## config.mk

```make
export PLATFORM = sky130hd
export DESIGN_NAME = music_sequencer
export DESIGN_NICKNAME = d
export VERILOG_FILES = /design/src/rtl/music_sequencer.sv
export SDC_FILE = /design/constraint.sdc
export NUM_CORES = 1
export LEC_CHECK = 0
export ABC_AREA = 1
export ABC_CLOCK_PERIOD_IN_PS = 10200
export CORE_MARGIN = 5
export CORE_UTILIZATION = 51
export CTS_CLUSTER_DIAMETER = 30
export DETAILED_ROUTE_END_ITERATION = 8
export GPL_ROUTABILITY_DRIVEN = 0
export PLACE_DENSITY = 0.77
export SYNTH_ARGS = -nofsm -noshare
export SYNTH_HDL_FRONTEND = slang
export SYNTH_SLANG_ARGS = --single-unit
```

## constraint.sdc

```tcl
create_clock -name clk -period 10.2 [get_ports clk]
set_input_delay 1.53 -clock clk [delete_from_list [all_inputs] [get_ports clk]]
set_output_delay 1.53 -clock clk [all_outputs]
set_load 0.1 [all_outputs]
```

## src/rtl/music_sequencer.sv

```systemverilog
// music_sequencer
//   Steps the song ROM address at a fixed tempo, latches the note number the
//   ROM returns and turns it into a square-wave buzzer drive.
//
//   Each song step is STEP_CYCLES clocks: FETCH (1) -> LATCH (1) -> PLAY
//   (STEP_CYCLES-2). The tone generator keeps running on the previously
//   latched note while the next one is being fetched.
//
// Parameters
//   STEP_CYCLES  clocks per song step (>= 4)
//   LAST_ADDR    final ROM address of the song
//   DIV_SHIFT    extra right-shift applied to every half-period
//
// Ports
//   clk      in   system clock
//   reset    in   synchronous, active-high
//   start    in   pulse, begins playback at address 0 (ignored while playing)
//   stop     in   pulse, aborts playback (wins over start)
//   loop_en  in   wrap LAST_ADDR -> 0 instead of finishing
//   address  out  song ROM address
//   note     in   ROM data, valid one clock after address is sampled
//   audio    out  square-wave buzzer drive
//   playing  out  high from start accept until back in idle
//
// Build option
//   MUSIC_SEQ_GAP_EN  when defined, audio is silenced for the final
//                     STEP_CYCLES/8 clocks of every PLAY so repeated notes are
//                     articulated; the phase counter keeps running underneath.
module music_sequencer #(
  parameter int unsigned STEP_CYCLES = 12_500_000,
  parameter logic [7:0]  LAST_ADDR   = 8'd242,
  parameter int unsigned DIV_SHIFT   = 0
) (
  input  logic       clk,
  input  logic       reset,
  input  logic       start,
  input  logic       stop,
  input  logic       loop_en,
  output logic [7:0] address,
  input  logic [7:0] note,
  output logic       audio,
  output logic       playing
);

  localparam int unsigned        STEP_W    = $clog2(STEP_CYCLES);
  localparam logic [STEP_W-1:0]  PLAY_LAST = STEP_W'(STEP_CYCLES - 3);
`ifdef MUSIC_SEQ_GAP_EN
  localparam logic [STEP_W-1:0]  GAP_FIRST = STEP_W'(STEP_CYCLES - 2 - STEP_CYCLES / 8);
`endif

  typedef enum logic [1:0] {
    ST_IDLE,
    ST_FETCH,
    ST_LATCH,
    ST_PLAY
  } state_t;

  state_t              state_q,    state_d;
  logic [7:0]          address_q,  address_d;
  logic [7:0]          cur_note_q, cur_note_d;
  logic [STEP_W-1:0]   step_q,     step_d;
  logic [19:0]         phase_q,    phase_d;
  logic                tone_q,     tone_d;
  logic                audio_q,    audio_d;
  logic                playing_q,  playing_d;

  logic [19:0]         hp_cur;
  logic                rest_cur;

  // Notes outside the playable range (including 0) are rests.
  function automatic logic note_is_rest(input logic [7:0] n);
    return (n < 8'd12) || (n > 8'd59);
  endfunction

  // Half-periods of the octave starting at note 24 (C4), in 100 MHz clocks.
  function automatic logic [19:0] base_half(input logic [3:0] s);
    case (s)
      4'd0:    return 20'd191113;
      4'd1:    return 20'd180386;
      4'd2:    return 20'd170262;
      4'd3:    return 20'd160706;
      4'd4:    return 20'd151686;
      4'd5:    return 20'd143173;
      4'd6:    return 20'd135137;
      4'd7:    return 20'd127553;
      4'd8:    return 20'd120393;
      4'd9:    return 20'd113636;
      4'd10:   return 20'd107258;
      default: return 20'd101239;
    endcase
  endfunction

  // Playable notes span octaves -1..+2 around note 24; one octave down
  // doubles the half-period, each octave up halves it. Result saturates to
  // the 20-bit counter range and never drops below 1.
  function automatic logic [19:0] half_period(input logic [7:0] n);
    logic [20:0] hp;
    if (n < 8'd24)      hp = {base_half(4'(n - 8'd12)), 1'b0};
    else if (n < 8'd36) hp = {1'b0, base_half(4'(n - 8'd24))};
    else if (n < 8'd48) hp = {1'b0, base_half(4'(n - 8'd36))} >> 1;
    else                hp = {1'b0, base_half(4'(n - 8'd48))} >> 2;
    hp = hp >> DIV_SHIFT;
    if (hp == 21'd0) return 20'd1;
    if (hp[20])      return 20'hFFFFF;
    return hp[19:0];
  endfunction

  assign hp_cur   = half_period(cur_note_q);
  assign rest_cur = note_is_rest(cur_note_q);

  always_comb begin
    state_d    = state_q;
    address_d  = address_q;
    cur_note_d = cur_note_q;
    step_d     = step_q;
    playing_d  = playing_q;
    phase_d    = phase_q;
    tone_d     = tone_q;

    // Tone generator free-runs on the latched note in every active state.
    if (rest_cur) begin
      phase_d = 20'd0;
      tone_d  = 1'b0;
    end else if (phase_q == hp_cur - 20'd1) begin
      phase_d = 20'd0;
      tone_d  = ~tone_q;
    end else begin
      phase_d = phase_q + 20'd1;
    end

    case (state_q)
      ST_IDLE: begin
        phase_d = 20'd0;
        tone_d  = 1'b0;
        if (start && !stop) begin
          state_d   = ST_FETCH;
          address_d = 8'd0;
          playing_d = 1'b1;
        end
      end
      ST_FETCH: begin
        state_d = ST_LATCH;
      end
      ST_LATCH: begin
        state_d    = ST_PLAY;
        step_d     = '0;
        cur_note_d = note;
        // A repeated note keeps its phase (legato); a new note restarts it.
        if (note != cur_note_q) begin
          phase_d = 20'd0;
          tone_d  = 1'b0;
        end
      end
      ST_PLAY: begin
        if (step_q == PLAY_LAST) begin
          if (address_q == LAST_ADDR && !loop_en) begin
            state_d    = ST_IDLE;
            playing_d  = 1'b0;
            cur_note_d = 8'd0;
            phase_d    = 20'd0;
            tone_d     = 1'b0;
          end else begin
            state_d   = ST_FETCH;
            address_d = (address_q == LAST_ADDR) ? 8'd0 : address_q + 8'd1;
          end
        end else begin
          step_d = step_q + 1'b1;
        end
      end
      default: begin
        state_d = ST_IDLE;
      end
    endcase

    if (stop && state_q != ST_IDLE) begin
      state_d    = ST_IDLE;
      playing_d  = 1'b0;
      address_d  = 8'd0;
      cur_note_d = 8'd0;
      step_d     = '0;
      phase_d    = 20'd0;
      tone_d     = 1'b0;
    end

    audio_d = tone_d;
`ifdef MUSIC_SEQ_GAP_EN
    if (state_d == ST_PLAY && step_d >= GAP_FIRST) audio_d = 1'b0;
`else
`endif
  end

  always_ff @(posedge clk) begin
    if (reset) begin
      state_q    <= ST_IDLE;
      address_q  <= 8'd0;
      cur_note_q <= 8'd0;
      step_q     <= '0;
      phase_q    <= 20'd0;
      tone_q     <= 1'b0;
      audio_q    <= 1'b0;
      playing_q  <= 1'b0;
    end else begin
      state_q    <= state_d;
      address_q  <= address_d;
      cur_note_q <= cur_note_d;
      step_q     <= step_d;
      phase_q    <= phase_d;
      tone_q     <= tone_d;
      audio_q    <= audio_d;
      playing_q  <= playing_d;
    end
  end

  assign address = address_q;
  assign audio   = audio_q;
  assign playing = playing_q;

endmodule

```

==> metrics, run 1 <==
status complete, no violations; Seq cells post-synth 80; worst slew pin tran 0.970 ns; CP delay by family, top simple AND/OR/NAND/NOR gates; Site Rows 40; DRT Pass-1 Iters 5; r2r endpoint phase_q[19]; Root Buffer clkbuf_16; Post-CTS Setup Bufs 0; Worst Path Buf+Inv 3; Synth Flop Type dfxtp_1; Post-synth EDFFs 0; number of global-route vias before repair 5,603; remaining design rule violation count 0; diode count 0; Die ar. 14,500 um2; FFs w/ async S/R, synth 0%; largest net degree at the start of global routing 28; post-CTS sizing 0; worst r2r src cur_note_q[2]; synth warn 0; # setup viols final 0; PnR Total Power 1.82 mW; Reg clk slew, reported paths roughly 0.060 ns; Final period util 49.8%; Final Skew 0.00799 ns; CP Capture Type register; slew margin rel. between 30% and 40%; Critical Path AT approximately 5.3 ns; Worst path slowest cell ha_1; post-DP HPWL 11,700 um; worst-path maximum fanout 27; sequential area share after synthesis about 26%; CP dominant cell by count nand2_1; fin. max-slew vios 0; total CTS buffers 9; Setup CP Type reg -> reg; H-tree Lvls 3; CTS Sinks 80; Fillers ~1,200; Avg Vias per Cell roughly 5.4; maximum clock path buffer count 2; setup TNS 0 ns; synthesized instance count roughly 980; leading cell type in the layout, fill and taps excluded nand2_1; crit-path cells inv_2 > ha_1 > inv_2 > nand2_1 > nand3_1 > nand2_1 > nand2_1 > nand2_1 > nand2_2 > nor2_2 > nand2_1 > nor2_2 > a21oi_1 > ha_1 > nand2_2 > nor2_1 > a21oi_1 > xor2_1 > inv_1 > nor3_1 > nand3_2 > nand2_2 > nor2_2; Port Buffers 22; PwrDens 269 nW/um2; area grow syn2layout 9.13%; most frequent cells in the layout nand2_1, inv_1, nor2_1, dfxtp_1, nand3_1; Post-Syn Area a little over 6000 um2; Leakage about 2.9 nW; Final ANT Viol Nets 0; Hold Crit Start playing; CORE AREA roughly 12,000 um2; worst hold path class reg -> reg; reg2reg path depth 23; nets@finish just over 1,000; CTS Hold Bufs 0; Starting DRT DRC Count around 500; IO Pins 23; via count 6,114; Max stage delay on crit path 0.89 ns; fin crit period 5.08 ns; chip width 120 um; Die Span Y 120 um; initial antenna violation count 0; wire per inst 13.3 um; maxcap violations 0; Achievable Freq 0.197 GHz; starting density of the core 51.9%; CP startpoint kind register; GR Overflow Total 0; Hold Crit Depth 2; hold violation total from the final report 0; clock latency on the worst-skew pair 0.35 ns; final WL 15,100 um; Tot GR Track Use 21.9%; clock tree from TritonCTS done; Final Util 56.7%; layout cells sized above 1 9.59%; Hold Path End playing; global-route wire length before repair 26,100 um; reg2reg setup slack 5.12 ns; worst-case vdd ir drop about 190 uV; Crit path required time approximately 10 ns; Post-Syn Area per Cell 6.36 um2; RSZ-0062 raised after global routing no; synth unique cells between 40 and 50; syn nets 1,015
==> cell usage after synthesis, types with 7 or more instances <==
library cell / count / area share, %
inv_2: 10 / 0.60
nand2_1: 238 / 14
nor3_1: 24 / 1.9
nand4_1: 25 / 2.5
o21ai_0: 44 / 3.5
ha_1: 26 / 5.2
nand2_2: 11 / 1.1
nor2_1: 104 / 6.3
buf_2: 8 / 0.64
nor4_1: 9 / 0.91
nand3_1: 79 / 6.4
clkbuf_1: 9 / 0.54
inv_1: 124 / 7.5
a21oi_1: 35 / 2.8
nor2_2: 33 / 3.3
xnor2_1: 11 / 1.6
xor2_1: 34 / 4.8
dfxtp_1: 80 / 26
buf_6: 7 / 1.3
==> power breakdown <==
part           switching [mW]  total (mW)  internal, mW
combinational           0.764        1.11         0.348
sequential             0.0301       0.378         0.347
clock                   0.132       0.334         0.202
==> stage by stage <==
| stage | setup WS [ns] | std cells | area (um2) | hold slack, ns |
|---|---|---|---|---|
| after floorplan | 6.68 | 976 | 6210 | 0.436 |
| after global placement | 5.30 | 1122 | 6470 | 0.455 |
| after detailed placement | 5.18 | 1122 | 6470 | 0.462 |
| after CTS | 5.17 | 1138 | 6780 | 0.471 |
| after global routing | 4.65 | 1138 | 6780 | 0.502 |
| final | 5.12 | 1138 | 6780 | 0.470 |
==> worst max path at each step <==
stage / startpoint / to / slack (ns) / cells after the start
after CTS: cur_note_q[2] / phase_q[19] / 5.17 / 23
after global placement: cur_note_q[2] / phase_q[13] / 5.30 / 23
after global routing: cur_note_q[2] / phase_q[12] / 4.65 / 24
final: cur_note_q[2] / phase_q[19] / 5.12 / 23
after detailed placement: cur_note_q[2] / phase_q[9] / 5.18 / 23
after floorplan: address[0] / register / 6.68 / 20
==> layer usage <==
layer / vias up / track usage (%) / routed length (um)
met3: 36 / 3.27 / 1120
met1: 2690 / 28.8 / 6780
li1: 3168 / - / -
met2: 220 / 35.4 / 6840
met4: 0 / 9.92 / 387
met5: - / 0 / 0
==> worst min-delay path, cell delays in order, from the launching register on <==
cell	delay, ns
dfxtp_1	0.31
nand2_1	0.06
a21oi_1	0.05
==> kinds of logic (layout without fill, tap and decap cells) <==
kind of cell,Yosys count,in the layout,share of synthesized area (%)
compound gates,114,114,10.8
xor+xnor,45,45,6.35
flops,80,80,25.8
buf+inv,162,177,10.9
simple gates,549,549,41.0
fa+ha+maj,26,26,5.24
==> final cells by class <==
class                           count  area, um2  share of cell area (%)
Sequential cell                    80       1600                    23.6
Clock buffer                       11        253                    3.73
Tap cell                          147        184                    2.71
Timing Repair Buffer               24        235                    3.47
Inverter                          137        514                    7.59
Multi-Input combinational cell    734       3940                    58.1
Clock inverter                      5       55.1                   0.812
Power figures use the tool's default switching activity.
==> run 2, diff against run 1 <==
- ABC_CLOCK_PERIOD_IN_PS: 10200 -> 4900
- clock period: 10.2 -> 4.9 ns (I/O delays scaled with it)
==> metrics, run 2 (synthesized netlist as in run 1, its figures left out) <==
Final Skew 0.0126 ns (+0.00465 ns); Avg Vias per Cell 5.50 (+2.4%); post-DP HPWL 11,800 um (+0.21%); r2r endpoint phase_q[9]; worst slew pin tran 0.984 ns (+0.0143 ns); Crit path required time 5.12 ns (-5.30 ns); # setup viols final 0 (unchanged); diode count 0 (unchanged); RSZ-0062 raised after global routing no; Port Buffers 22 (unchanged); Leakage 2.89 nW (+0.62%); Hold Crit Depth 2 (unchanged); Post-Layout Cell Count 1,142 (+0.35%); Root Buffer clkbuf_16; CP delay by family, top simple AND/OR/NAND/NOR gates; CP dominant cell by count nand2_1; Setup CP Type reg -> reg; CTS Hold Bufs 0 (unchanged); Worst Path Buf+Inv 2 (-1); reg2reg path depth 25 (+8.7%); DRT Pass-1 Iters 6 (+1); chip width 120 um (unchanged); Place WS 0.752 ns (-4.43 ns); nets@finish 1,029 (+0.39%); Worst path slowest cell dfxtp_1; Tot GR Track Use 22.3% (+0.41 points); CORE AREA 12,000 um2 (unchanged); reg2reg setup slack 0.64 ns (-4.47 ns); status complete, no violations; number of global-route vias before repair 5,924 (+5.7%); Post-CTS Setup Bufs 0 (unchanged); maximum clock path buffer count 2 (unchanged); Critical Path AT 4.47 ns (-0.83 ns); Die Span Y 120 um (unchanged); starting density of the core 51.9% (unchanged); worst-path maximum fanout 20 (-26%); Reg clk slew, reported paths 0.07 ns (about the same); leading cell type in the layout, fill and taps excluded nand2_1; placed cells 1,126 (+0.36%); Achievable Freq 0.235 GHz (+19%); PnR Total Power 3.83 mW (+110%); fin. max-slew vios 0 (unchanged); post-CTS sizing 0 (unchanged); worst hold path class reg -> reg; clock latency on the worst-skew pair 0.35 ns (about the same); hold violation total from the final report 0 (unchanged); Final period util 86.9% (+37 points); CP startpoint kind register; Final WS setup 0.644 ns (-4.47 ns); setup TNS 0 ns (unchanged); H-tree Lvls 3 (unchanged); slew margin rel. 34.2% (-0.95 points); maxcap violations 0 (unchanged); GR Overflow Total 0 (unchanged); global-route wire length before repair 26,800 um (+2.9%); Hold Crit Start playing; Final ANT Viol Nets 0 (unchanged); largest net degree at the start of global routing 23 (-18%); Site Rows 40 (unchanged); worst r2r src cur_note_q[1]; fin crit period 4.26 ns (-0.827 ns); PwrDens 563 nW/um2 (+110%); CTS Sinks 80 (unchanged); Starting DRT DRC Count 475 (-4.4%); IO Pins 23 (unchanged); worst-case vdd ir drop 323 uV (+71%); initial antenna violation count 0 (unchanged); Hold Path End playing; Max stage delay on crit path 0.46 ns (-0.43 ns); via count 6,282 (+2.7%); most frequent cells in the layout nand2_1, inv_1, nor2_1, dfxtp_1, nand3_1; clock tree from TritonCTS done; area grow syn2layout 9.59%; wire per inst 13.7 um (+3.3%); final WL 15,700 um (+3.6%); remaining design rule violation count 0 (unchanged); CP Capture Type register; Die ar. 14,500 um2 (unchanged); total CTS buffers 9 (unchanged); layout cells sized above 1 9.95% (+0.36 points)
run 2: cell types whose count changed in the layout (fill, tap and decap cells not counted), sizes merged:
cell / before / now
buf: 2 / 6
clkbuf: 11 / 10
inv: 134 / 135
run 2: worst max path at each step:
stage	startpoint	depth (start not counted)	slack, ns	endpoint
3_5_place_dp	cur_note_q[1]	26	0.75	phase_q[7]
4_1_cts	cur_note_q[1]	25	0.69	phase_q[7]
5_1_grt	cur_note_q[1]	25	0.26	phase_q[10]
2_1_floorplan	address[0]	20	1.38	register
3_3_place_gp	cur_note_q[3]	22	0.87	phase_q[17]
6_report	cur_note_q[1]	25	0.64	phase_q[9]
run 2: stage by stage:
stage / hold WS (ns) / area [um2] / utilization [%]
4_1_cts: 0.470 / 6810 / 56.9
5_1_grt: 0.492 / 6810 / 56.9
3_3_place_gp: 0.454 / 6500 / 54.3
6_report: 0.465 / 6810 / 56.9
2_1_floorplan: 0.436 / 6210 / -
3_5_place_dp: 0.458 / 6500 / 54.3
run 2: report_power, final:
| part | internal (mW) | switching, mW | total [mW] |
|---|---|---|---|
| sequential | 0.723 | 0.0442 | 0.767 |
| clock | 0.410 | 0.283 | 0.693 |
| combinational | 0.738 | 1.63 | 2.37 |
run 2: final cells by class:
type / instances / area, um2
well taps: 147 / 184
multi-input cells: 734 / 3940
clock buffers: 10 / 239
clock inverters: 6 / 67.6
inverters: 137 / 514
repair buffers: 28 / 265
flip-flops and latches: 80 / 1600
fillers: 1137 / 5150
run 2: worst min-delay path, stage by stage, from the launching register on:
cell	delay, ns
dfxtp_1	0.31
nand2_1	0.06
a21oi_1	0.05
run 2: metal layers:
metal  GRT usage [%]  vias up  wire (um)
met5               0        -          0
met1            28.5     2821       6980
met3            4.63       47       1090
met4            8.78        0        470
li1                -     3173          -
met2            36.8      241       7140
